[src/rtl/arm_pipe_pkg.sv]
// rtl/arm_pipe_pkg.sv - shared widths and control-state type for the ARM pipeline control
package arm_pipe_pkg;

    localparam int REG_ADDR_W = 4;
    localparam int CNT_W      = 16;

    typedef enum logic [1:0] {
        RUN      = 2'd0,
        MEM_BUSY = 2'd1,
        MEM_DONE = 2'd2
    } ctrl_state_e;

endpackage

[src/rtl/hazard_detect.sv]
// rtl/hazard_detect.sv - RAW hazard comparator; HAZARD_FORWARDING_EN selects load-use-only detection
module hazard_detect #(
    parameter int REG_ADDR_W = arm_pipe_pkg::REG_ADDR_W
) (
    input  logic [REG_ADDR_W-1:0] id_src1,
    input  logic [REG_ADDR_W-1:0] id_src2,
    input  logic                  id_two_src,
    input  logic [REG_ADDR_W-1:0] exe_dest,
    input  logic                  exe_wb_en,
    input  logic                  exe_mem_r_en,
    input  logic [REG_ADDR_W-1:0] mem_dest,
    input  logic                  mem_wb_en,
    output logic                  hazard
);

    logic exe_hit;

    // ID operands that depend on the instruction currently in EXE
    assign exe_hit = exe_wb_en &&
                     ((exe_dest == id_src1) || (id_two_src && (exe_dest == id_src2)));

`ifdef HAZARD_FORWARDING_EN
    // With forwarding only a load still in EXE cannot supply its result in time
    logic unused_mem_terms;
    assign unused_mem_terms = ^{mem_dest, mem_wb_en};
    assign hazard = exe_mem_r_en && exe_hit;
`else
    // Without forwarding any pending write in EXE or MEM blocks the ID read
    logic mem_hit;
    logic unused_load_flag;
    assign unused_load_flag = exe_mem_r_en;
    assign mem_hit = mem_wb_en &&
                     ((mem_dest == id_src1) || (id_two_src && (mem_dest == id_src2)));
    assign hazard = exe_hit || mem_hit;
`endif

endmodule

[src/rtl/hazard_stall_ctrl.sv]
// rtl/hazard_stall_ctrl.sv - pipeline freeze/flush control with stall counters (HAZARD_FORWARDING_EN configures hazard_detect)
module hazard_stall_ctrl #(
    parameter int REG_ADDR_W = arm_pipe_pkg::REG_ADDR_W,
    parameter int CNT_W      = arm_pipe_pkg::CNT_W
) (
    input  logic                  clk,
    input  logic                  rst,
    input  logic [REG_ADDR_W-1:0] id_src1,
    input  logic [REG_ADDR_W-1:0] id_src2,
    input  logic                  id_two_src,
    input  logic [REG_ADDR_W-1:0] exe_dest,
    input  logic                  exe_wb_en,
    input  logic                  exe_mem_r_en,
    input  logic [REG_ADDR_W-1:0] mem_dest,
    input  logic                  mem_wb_en,
    input  logic                  branch_taken,
    input  logic                  mem_req,
    input  logic                  mem_ready,
    output logic                  pc_freeze,
    output logic                  if_freeze,
    output logic                  id_freeze,
    output logic                  exe_freeze,
    output logic                  mem_freeze,
    output logic                  if_flush,
    output logic                  id_flush,
    output logic [CNT_W-1:0]      stall_cycles,
    output logic [CNT_W-1:0]      flush_events
);

    import arm_pipe_pkg::*;

    ctrl_state_e      state_q;
    ctrl_state_e      state_d;
    logic             hazard;
    logic             mem_stall;
    logic [CNT_W-1:0] stall_cnt_q;
    logic [CNT_W-1:0] flush_cnt_q;

    hazard_detect #(
        .REG_ADDR_W (REG_ADDR_W)
    ) u_hazard_detect (
        .id_src1      (id_src1),
        .id_src2      (id_src2),
        .id_two_src   (id_two_src),
        .exe_dest     (exe_dest),
        .exe_wb_en    (exe_wb_en),
        .exe_mem_r_en (exe_mem_r_en),
        .mem_dest     (mem_dest),
        .mem_wb_en    (mem_wb_en),
        .hazard       (hazard)
    );

    // A new access freezes in the cycle it appears; MEM_DONE releases while the old access is still visible
    assign mem_stall = ((state_q == RUN) && mem_req) || (state_q == MEM_BUSY);

    // Control state register
    always_ff @(posedge clk or posedge rst) begin
        if (rst) begin
            state_q <= RUN;
        end else begin
            state_q <= state_d;
        end
    end

    // Next state and prioritised freeze/flush: memory stall > branch flush > data hazard
    always_comb begin
        state_d    = state_q;
        pc_freeze  = 1'b0;
        if_freeze  = 1'b0;
        id_freeze  = 1'b0;
        exe_freeze = 1'b0;
        mem_freeze = 1'b0;
        if_flush   = 1'b0;
        id_flush   = 1'b0;

        case (state_q)
            RUN:      if (mem_req)   state_d = MEM_BUSY;
            MEM_BUSY: if (mem_ready) state_d = MEM_DONE;
            MEM_DONE: state_d = RUN;
            default:  state_d = RUN;
        endcase

        if (rst) begin
            pc_freeze = 1'b0;
        end else if (mem_stall) begin
            pc_freeze  = 1'b1;
            if_freeze  = 1'b1;
            id_freeze  = 1'b1;
            exe_freeze = 1'b1;
            mem_freeze = 1'b1;
        end else if (branch_taken) begin
            if_flush = 1'b1;
            id_flush = 1'b1;
        end else if (hazard) begin
            pc_freeze = 1'b1;
            if_freeze = 1'b1;
            id_flush  = 1'b1;
        end
    end

    // Saturating count of frozen-PC cycles
    always_ff @(posedge clk or posedge rst) begin
        if (rst) begin
            stall_cnt_q <= '0;
        end else if (pc_freeze && (stall_cnt_q != '1)) begin
            stall_cnt_q <= stall_cnt_q + CNT_W'(1);
        end
    end

    // Saturating count of branch flush cycles
    always_ff @(posedge clk or posedge rst) begin
        if (rst) begin
            flush_cnt_q <= '0;
        end else if (if_flush && (flush_cnt_q != '1)) begin
            flush_cnt_q <= flush_cnt_q + CNT_W'(1);
        end
    end

    assign stall_cycles = stall_cnt_q;
    assign flush_events = flush_cnt_q;

endmodule

[config.mk]
export PLATFORM = sky130hd
export DESIGN_NAME = hazard_stall_ctrl
export DESIGN_NICKNAME = d
export VERILOG_FILES = /design/src/rtl/arm_pipe_pkg.sv /design/src/rtl/hazard_detect.sv /design/src/rtl/hazard_stall_ctrl.sv
export SDC_FILE = /design/constraint.sdc
export NUM_CORES = 1
export LEC_CHECK = 0
export CORE_MARGIN = 3
export CORE_UTILIZATION = 41
export CTS_CLUSTER_DIAMETER = 120
export CTS_CLUSTER_SIZE = 28
export DETAILED_ROUTE_END_ITERATION = 7
export PLACE_DENSITY = 0.85
export SLEW_MARGIN = 20
export SYNTH_ARGS = -nofsm -noshare
export SYNTH_HDL_FRONTEND = slang
export SYNTH_SLANG_ARGS = --single-unit
[constraint.sdc]
create_clock -name clk -period 2.27 [get_ports clk]
set_clock_uncertainty 0.15 [all_clocks]
set_input_delay 0.3405 -clock clk [delete_from_list [all_inputs] [get_ports clk]]
set_output_delay 0.3405 -clock clk [all_outputs]
set_load 0.05 [all_outputs]
# Word level (Yosys, flattened, before mapping)
# Index checks and enable logic that the tools add are counted.
classes:
  n_addsub: 2
  n_eq_ne: 9
  muxes: 15
  n_reduce_logical: 13
op_table:
  columns: ["op", "n"]
  rows:
  - ["$add A16 B1 Y16 const B", 2]
  - ["$ne A16 B16 Y1 const B", 2]
  - ["$eq A4 B4 Y1", 4]
  - ["$mux W1", 12]
  - ["$logic_and A1 B1 Y1", 7]
  - ["$logic_or A1 B1 Y1", 4]
  - ["$mux W2", 2]
  - ["$ne A2 B2 Y1 const B", 2]
  - ["$pmux W2 S2", 1]
  - ["$eq A2 B1 Y1 const B", 1]
  - ["$logic_not A2 Y1", 1]
  - ["$reduce_and A2 Y1", 1]
word_totals:
  register_bits: 34
  input_bits: 25
  out_inout_bits: 39
  elab_cells: 42

# Longest topological paths before layout
# Gate-level depths: netlist of run 1.
depth:
  word_depth: 10
  ltp_mapped: 7

# Cells and area by module
# Synthesis of run 1 repeated with hierarchy kept, for this count alone.
hier_totals:
  hier_cells: 177
  hier_area_um2: 1928.1
modules_own_cells:
  columns: ["mod", "n_inst", "cells_per_inst", "area_per_inst_um2", "seq_area_each_um2"]
  rows:
  - ["hazard_stall_ctrl", 1, 152, 1739.2, 850.8]
  - ["hazard_detect", 1, 25, 188.9, 0.0]

# Worst setup path after synthesis of run 1
# OpenSTA, ideal clock, no wires.
synth_timing:
  path_type: "in2reg"
  from: "in rst"
  to: "reg flush_cnt_q[13], in the netlist flush_events[13]"
  arrival_time_ps: 2559
  path_slack_ps: -581
  path_stages: 6
  path_buffers: 0
  path_cell_list: "inv_1 > and3_1 > o31ai_1 > nor2_1 > nand4_1 > xnor2_1"
synth_between:
  elab_chain_len: 2
synth_rtl:
  columns: ["element", "line_no", "source"]
  rows:
  - ["from (decl)", "hazard_stall_ctrl.sv:7", "input logic rst,"]
  - ["$mux W1", "hazard_stall_ctrl.sv:83", "if (rst) begin"]
  - ["net if_flush", "hazard_stall_ctrl.sv:24", "output logic if_flush,"]
  - ["$logic_and A1 B1 Y1", "hazard_stall_ctrl.sv:114", "end else if (if_flush && (flush_cnt_q != '1)) begin"]
  - ["to (signal assigned)", "hazard_stall_ctrl.sv:115", "flush_cnt_q <= flush_cnt_q + CNT_W'(1);"]
  - ["to (decl)", "hazard_stall_ctrl.sv:37", "logic [CNT_W-1:0] flush_cnt_q;"]
# The timed path passes the listed nets, and every way through them passes these cells.
# A chain may end at the register's enable or synchronous reset.

# Final worst setup path of run 1
layout_timing:
  from: "in id_src2[0]"
  to: "out id_flush"
layout_between:
  elab_chain_len: 9
layout_rtl:
  columns: ["element", "line_no", "source"]
  rows:
  - ["from (decl)", "hazard_stall_ctrl.sv:9", "input logic [REG_ADDR_W-1:0] id_src2,"]
  - ["$eq A4 B4 Y1, on equally long branches", "hazard_detect.sv:20, hazard_detect.sv:33", null]
  - ["$logic_and A1 B1 Y1, on equally long branches", "hazard_detect.sv:20, hazard_detect.sv:33", null]
  - ["$logic_or A1 B1 Y1, on equally long branches", "hazard_detect.sv:20, hazard_detect.sv:33", null]
  - ["$logic_and A1 B1 Y1, on equally long branches", "hazard_detect.sv:19, hazard_detect.sv:32", null]
  - ["$logic_or A1 B1 Y1 *", "hazard_detect.sv:34", "assign hazard = exe_hit || mem_hit;"]
  - ["$mux W1 *", "hazard_stall_ctrl.sv:94", "end else if (hazard) begin"]
  - ["$mux W1 *", "hazard_stall_ctrl.sv:91", "end else if (branch_taken) begin"]
  - ["$mux W1 *", "hazard_stall_ctrl.sv:85", "end else if (mem_stall) begin"]
  - ["$mux W1 *", "hazard_stall_ctrl.sv:83", null]
  - ["to (decl)", "hazard_stall_ctrl.sv:25", "output logic id_flush,"]
# Mark *: on every way between the ends. The rest lies on a longest branch, timed or not.

==> qor.csv, run 1 <==
stage,metric,value,unit
layout,fin_util,67.4,%
synth,synth_flop_cell,dfrtp_1,
outcome,outcome,"complete, but fails checks",
sta,finalSetupViolCount,1,
sta,hold_viol_final,0,
synth,synthCells,189,
drt,wl_per_cell,14.8,µm
critical_path,crit_type,input pin to output port,
sta,fin_crit,2.28,ns
sta,rsz0062_at_grt,yes,
power,p_int,0.00137,W
sta,worst_slew_pin_slew,0.522,ns
power,switching_share,42.7,%
layout,drive_gt1_share,29.2,%
layout,nFillCells,368,
synth,yosysWarningCount,0,
global_routing,grtUsageMet1,23.2,%
synth,synth_area,1920,µm²
critical_path,ff2ff_setup_slack,0.12,ns
layout,final_cells,333,
die,rows,24,
drt,drt_iter0_drc,35,
clocking,ctsHtreeMaxLevel,2,
power,total_power,0.00240,W
power,vdd_drop_max,0.840,mV
synth,synth_edf_count,0,
global_routing,grt_pass1_wl,7.94,mm
critical_path,arrival,1.79,ns
power,net-switching-power,0.00102,W
critical_path,crit_fanout,2,
sta,finalWorstSetupSlack,-0.0140,ns
placement,dp_cells,320,
clocking,clkLatencyLatePin,0.29,ns
die,start_util,43.3,%
synth,synthArstFlopShare,100,%
clocking,cts_tree,done,
die,die_w,74.5,µm
sta,max_slew_margin,65.1,%
drt,ant_nets,0,
critical_path,cp-start-kind,input pin,
drt,drt-total-wl,4.92,mm
critical_path,crit_required,1.78,ns
layout,diodes,0,
drt,drc_errors,0,
die,ios,64,
die,dieHeight,74.5,µm
worst_hold_path,hold_path_class,flop to flop,
global_routing,grtUsageMet3,7.03,%
clocking,postCtsHoldBufs,0,
synth,yosysMostFrequentCell,dfrtp_1,
synth,synth_top_area_cell,dfrtp_1,
sta,fmax,438,MHz
clocking,clkTransAtPathRegs,0.06,ns
power,power_frac_seq,34.5,%
layout,area_growth,55.7,%
placement,gp_congestion,0.815,
layout,nets,307,
die,core-area,4440,µm²
global_routing,grt_antenna_before_repair,0,
synth,synth_cell_type_count,37,
synth,synth_top_area_share,44.2,%
clocking,cts_buffers,5,
placement,portBuffers,62,
drt,via_per_inst,5.27,
critical_path,endpoint_kind,output port,
synth,yosysSeqAreaShare,44.2,%
synth,synth_commonest_cells,"dfrtp_1 (34), xor2_1 (23), nand3_1 (17), nand2_1 (16), xnor2_1 (16)",
sta,period_share,101,%
drt,vias,1755,
synth,synth-seq-cells,34,
global_routing,busiest_layer,met2,
power,combPwrFrac,46.6,%
drt,first_pass_iters,4,
synth,syn-mean-instance-area,10.2,µm²
global_routing,gr-usage-all-layers,18.9,%
global_routing,grt-ovfl-total,0,
die,dieArea,5550,µm²
placement,post-dp-hpwl,3.69,mm
clocking,cts_root_buf,clkbuf_8,
power,leakage,1.32,nW
clocking,cts_sinks,34,
power,p_per_area,801,nW/µm²
outcome,failed_checks,setup timing,
global_routing,grt_pass1_vias,1765,
synth,yosys-top-cells-area,"dfrtp_1 (44%), xor2_1 (10%), xnor2_1 (7.3%), nand3_1 (4.4%), nand2_1 (3.1%)",
job,drv_cap,0,
global_routing,grt_max_degree,19,
sta,maxSlewViolCount,0,
global_routing,groute.layer.met2.usage,31.5,%
clocking,cts_buffer_depth,2,
power,pwr-share-clk,18.9,%
synth,syn_nets,216,
power by group through the flow:
stage | combinational [W] | sequential, W | clock (W)
after floorplan | 0.000397 | 0.00111 | 0
after global placement | 0.00106 | 0.000831 | 0
after detailed placement | 0.00109 | 0.000836 | 0
after CTS | 0.00110 | 0.000830 | 0.000470
after global routing | 0.00117 | 0.000845 | 0.000499
final | 0.00112 | 0.000829 | 0.000453
worst max-delay path: stages:
cell,delay (ns)
dlygate4sd2_1,0.26
xor2_1,0.16
or4b_4,0.52
and4_4,0.21
a21oi_4,0.15
buf_12,0.15
registers in the layout, summed over array words and instances, names as in the netlist:
signal / cells
flush_events: 16
stall_cycles: 16
state_q: 2
cell usage in the layout (no fill, tap or decap), types with 3 or more instances in the layout:
cell | synthesis | layout
dfrtp_1 | 34 | 25
nand3_1 | 17 | 15
buf_12 | 0 | 5
nand2_1 | 16 | 16
nand4_1 | 6 | 6
buf_2 | 0 | 5
xnor2_1 | 16 | 16
inv_2 | 0 | 3
nor2_1 | 9 | 8
dlygate4sd2_1 | 0 | 9
buf_4 | 3 | 29
dfrtp_2 | 0 | 9
a211oi_1 | 7 | 7
inv_1 | 10 | 6
xor2_1 | 23 | 23
clkdlybuf4s50_1 | 0 | 39
clkbuf_8 | 0 | 6
and3_1 | 6 | 3
nor3_1 | 6 | 4
what timing repair did:
action                                  CTS  global route
endpoints found under the setup margin   19             4
gates resized for setup                  43             2
setup buffers                             5             0
pin swaps                                13             1
routing by layer:
metal	part of all wire, %	wire, µm
met1	43	2120
met2	47	2310
met3	8.7	428
met4	1.1	56
met5	0	0
per-stage QoR:
stage | setup TNS [ns] | instance area, µm² | setup slack (ns) | hold slack [ns]
after floorplan | -0.0941 | 2000 | -0.0575 | 0.142
after global placement | -6.98 | 2840 | -0.450 | 0.254
after detailed placement | -8.02 | 2840 | -0.488 | 0.259
after CTS | -0.0182 | 2970 | -0.0182 | 0.268
after global routing | -0.215 | 2990 | -0.0809 | 0.286
final | -0.0140 | 2990 | -0.0140 | 0.264
worst paths after layout:
path,startpoint,end,depth (start not counted)
min in group asynchronous,rst,stall_cycles[7]$_DFFE_PP0P_,4
worst max register to register,stall_cycles[10]$_DFFE_PP0P_,stall_cycles[6]$_DFFE_PP0P_,8
worst max-delay path,id_src2[0],id_flush,6
max in group asynchronous,rst,flush_events[4]$_DFFE_PP0P_,4
worst min-delay path,state_q[1]$_DFFE_PP0P_,state_q[1]$_DFFE_PP0P_,1
worst min register to register,state_q[1]$_DFFE_PP0P_,state_q[1]$_DFFE_PP0P_,1
final cells by class:
class	count	area [µm²]	area share [%]
clock inverters	1	5.00	0.167
flip-flops and latches	34	862	28.8
clock buffers	7	86.3	2.88
well taps	52	65.1	2.17
repair buffers	89	833	27.8
multi-input cells	140	1100	36.8
inverters	10	41.3	1.38
cells by family after synthesis:
| kind of cell | Yosys count | synth area share [%] |
|---|---|---|
| mux | 3 | 1.76 |
| flops | 34 | 44.2 |
| simple gates | 69 | 18.6 |
| compound gates | 27 | 12.4 |
| buf+inv | 15 | 3.90 |
| xor+xnor | 39 | 17.8 |
| fa+ha+maj | 2 | 1.30 |
(Power assumes the default switching activity.)
==> run 2: changes to the inputs <==
--- a/config.mk
+++ b/config.mk
@@ -5,13 +5,16 @@
 export SDC_FILE = /design/constraint.sdc
 export NUM_CORES = 1
 export LEC_CHECK = 0
+export CAP_MARGIN = 0
 export CORE_MARGIN = 3
 export CORE_UTILIZATION = 41
 export CTS_CLUSTER_DIAMETER = 120
 export CTS_CLUSTER_SIZE = 28
 export DETAILED_ROUTE_END_ITERATION = 7
 export PLACE_DENSITY = 0.85
+export REMOVE_ABC_BUFFERS = 1
 export SLEW_MARGIN = 20
 export SYNTH_ARGS = -nofsm -noshare
 export SYNTH_HDL_FRONTEND = slang
+export SYNTH_HIERARCHICAL = 1
 export SYNTH_SLANG_ARGS = --single-unit
==> qor.csv, run 2 <==
stage,metric,value,unit
outcome,outcome,finished clean,
clocking,cts_tree,done,
placement,gp_congestion,0.790,
synth,synth_area,1930,µm²
clocking,cts_buffers,5,
die,core-area,4440,µm²
global_routing,gr-usage-all-layers,19.5,%
synth,synth-seq-cells,34,
critical_path,path_cells,clkdlybuf4s15_1 > xor2_1 > nor4_2 > a31oi_1 > nand3_2 > nand2b_1 > a21o_1 > inv_2 > buf_12,
job,drv_cap,0,
sta,period_share,95.9,%
synth,yosysSeqAreaShare,44.1,%
critical_path,cp-startpoint,id_src1[1],
layout,final_cell_area,2890,µm²
global_routing,grt_max_degree,35,
synth,synth_top_area_share,44.1,%
synth,yosysWarningCount,6,
critical_path,crit_type,input pin to output port,
clocking,cts_buffer_depth,2,
sta,hold_slack,0.288,ns
drt,ant_nets,0,
power,p_per_area,908,nW/µm²
clocking,cts_root_buf,clkbuf_8,
layout,layout_commonest_cell,clkdlybuf4s50_1,
critical_path,cp-start-kind,input pin,
worst_hold_path,hold_path_class,flop to flop,
sta,maxSlewViolCount,0,
critical_path,crit_required,1.78,ns
sta,fin_crit,2.18,ns
synth,synthCells,177,
global_routing,grt_pass1_vias,1697,
drt,first_pass_iters,4,
placement,pre_cts_ws,-0.386,ns
synth,synth_edf_count,0,
drt,drt_iter0_drc,129,
synth,synthArstFlopShare,100,%
layout,drive_gt1_share,22.8,%
synth,synth_commonest_cells,"dfrtp_1 (34), xnor2_1 (21), xor2_1 (19), nand4_1 (15), nand3_1 (13)",
synth,yosysMostFrequentCell,dfrtp_1,
sta,max_slew_margin,61.0,%
drt,vias,1722,
clocking,ctsHtreeMaxLevel,2,
die,start_util,43.4,%
drt,wl_per_cell,16.1,µm
critical_path,crit_end,if_freeze,
critical_path,ff2ff_path_depth,5,
sta,hold_viol_final,0,
global_routing,grt-ovfl-total,0,
layout,area_growth,49.8,%
drt,drt-total-wl,5.01,mm
synth,synth_cell_type_count,39,
die,dieArea,5560,µm²
drt,drc_errors,0,
critical_path,crit_family,buffers and inverters,
synth,syn-mean-instance-area,10.9,µm²
critical_path,crit_cells,9,
sta,finalWorstSetupSlack,0.0927,ns
die,dieHeight,74.6,µm
critical_path,r2r_end,stall_cycles[1]$_DFFE_PP0P_,
clocking,postCtsHoldBufs,0,
synth,synth_top_area_cell,dfrtp_1,
sta,worst_slew_pin_slew,0.583,ns
clocking,clkLatencyLatePin,0.29,ns
clocking,clkTransAtPathRegs,0.07,ns
sta,rsz0062_at_grt,no,
sta,finalSetupViolCount,0,
die,ios,64,
synth,yosys-top-cells-area,"dfrtp_1 (44%), xnor2_1 (9.5%), xor2_1 (8.6%), nand4_1 (4.9%), nand3_1 (3.4%)",
die,die_w,74.6,µm
power,vdd_drop_max,0.970,mV
placement,portBuffers,62,
placement,post-dp-hpwl,3.59,mm
placement,placed_area,2780,µm²
drt,via_per_inst,5.54,
power,leakage,1.31,nW
layout,nets,285,
critical_path,ff2ff_setup_slack,0.20,ns
layout,layout_common_cells,"clkdlybuf4s50_1 (38), dfrtp_1 (34), xnor2_1 (19)",
clocking,cts_sinks,34,
critical_path,r2r_start,stall_cycles[0]$_DFFE_PP0P_,
critical_path,cp_slowest_stage_delay,0.21,ns
global_routing,grt_antenna_before_repair,0,
synth,synth_flop_cell,dfrtp_1,
layout,diodes,0,
critical_path,cpMaxStageDelayCell,clkdlybuf4s15_1,
die,rows,24,
critical_path,arrival,1.69,ns
sta,fmax,459,MHz
critical_path,crit_buf_inv,3,
critical_path,crit_fanout,3,
layout,fin_util,65.0,%
global_routing,grt_pass1_wl,8.32,mm
critical_path,endpoint_kind,output port,
## run 2: worst min-delay path by stage
stage | start | endpoint | slack, ns | cells after the start
floorplan | state_q[1]$_DFFE_PP0P_ | state_q[1]$_DFFE_PP0P_ | 0.24 | 1
global placement | state_q[1]$_DFFE_PP0P_ | state_q[1]$_DFFE_PP0P_ | 0.25 | 1
global route | state_q[1]$_DFFE_PP0P_ | state_q[1]$_DFFE_PP0P_ | 0.29 | 1
CTS | state_q[1]$_DFFE_PP0P_ | state_q[1]$_DFFE_PP0P_ | 0.28 | 1
detailed placement | state_q[1]$_DFFE_PP0P_ | state_q[1]$_DFFE_PP0P_ | 0.27 | 1
finish | state_q[1]$_DFFE_PP0P_ | state_q[1]$_DFFE_PP0P_ | 0.29 | 1
## run 2: timing repair
item,4_1_cts,5_1_grt
gates resized for setup,24,25
buffers inserted,3,0
pin swaps,12,13
endpoints found under the setup margin,11,13
## run 2: area by class of cell
type	count	area, µm²
multi-input combinational	133	1070
clock buffer	5	68.8
tap	52	65.1
fill	360	1560
inverter	5	18.8
clock inverter	3	40.0
timing repair buffer	79	778
sequential	34	851
## run 2: metrics by stage
stage / setup TNS, ns / instances / power, W
2_1_floorplan: -3.51 / 172 / 0.00157
3_3_place_gp: -4.69 / 301 / 0.00206
3_5_place_dp: -5.19 / 301 / 0.00209
4_1_cts: 0 / 312 / 0.00264
5_1_grt: 0 / 311 / 0.00274
6_report: 0 / 311 / 0.00262
## run 2: report_power, final
| part | leakage (nW) | internal [W] | switching (W) |
|---|---|---|---|
| clock | 0.0579 | 0.000323 | 0.000227 |
| combinational | 0.810 | 0.000477 | 0.000714 |
| sequential | 0.438 | 0.000721 | 0.000160 |
| total | 1.31 | 0.00152 | 0.00110 |
## run 2: cell families after synthesis
group                      synth area share [%]
and+or+nand+nor                            23.9
AOI/OAI and AO/OA                          7.53
buffers and inverters                      2.60
muxes                                      2.40
xor gates and xnor gates                   18.2
adders and majority gates                  1.30
DFF                                        44.1
## run 2: metal layers
metal  global-route usage (%)  vias to the layer above  routed length [µm]
met5                        0                        -                   0
met4                     5.73                        0                  74
met3                     4.19                       10                 263
met2                     32.8                       73                2560
met1                     25.2                      828                2110
li1                         -                      811                   -
==> run 3: changes to the inputs <==
--- a/config.mk
+++ b/config.mk
@@ -11,6 +11,7 @@
 export CTS_CLUSTER_DIAMETER = 120
 export CTS_CLUSTER_SIZE = 28
 export DETAILED_ROUTE_END_ITERATION = 7
+export HOLD_SLACK_MARGIN = 0.12
 export PLACE_DENSITY = 0.85
 export REMOVE_ABC_BUFFERS = 1
 export SLEW_MARGIN = 20
==> results of run 3 <==
Final layout, timing and power as in run 2 (identical DEF).
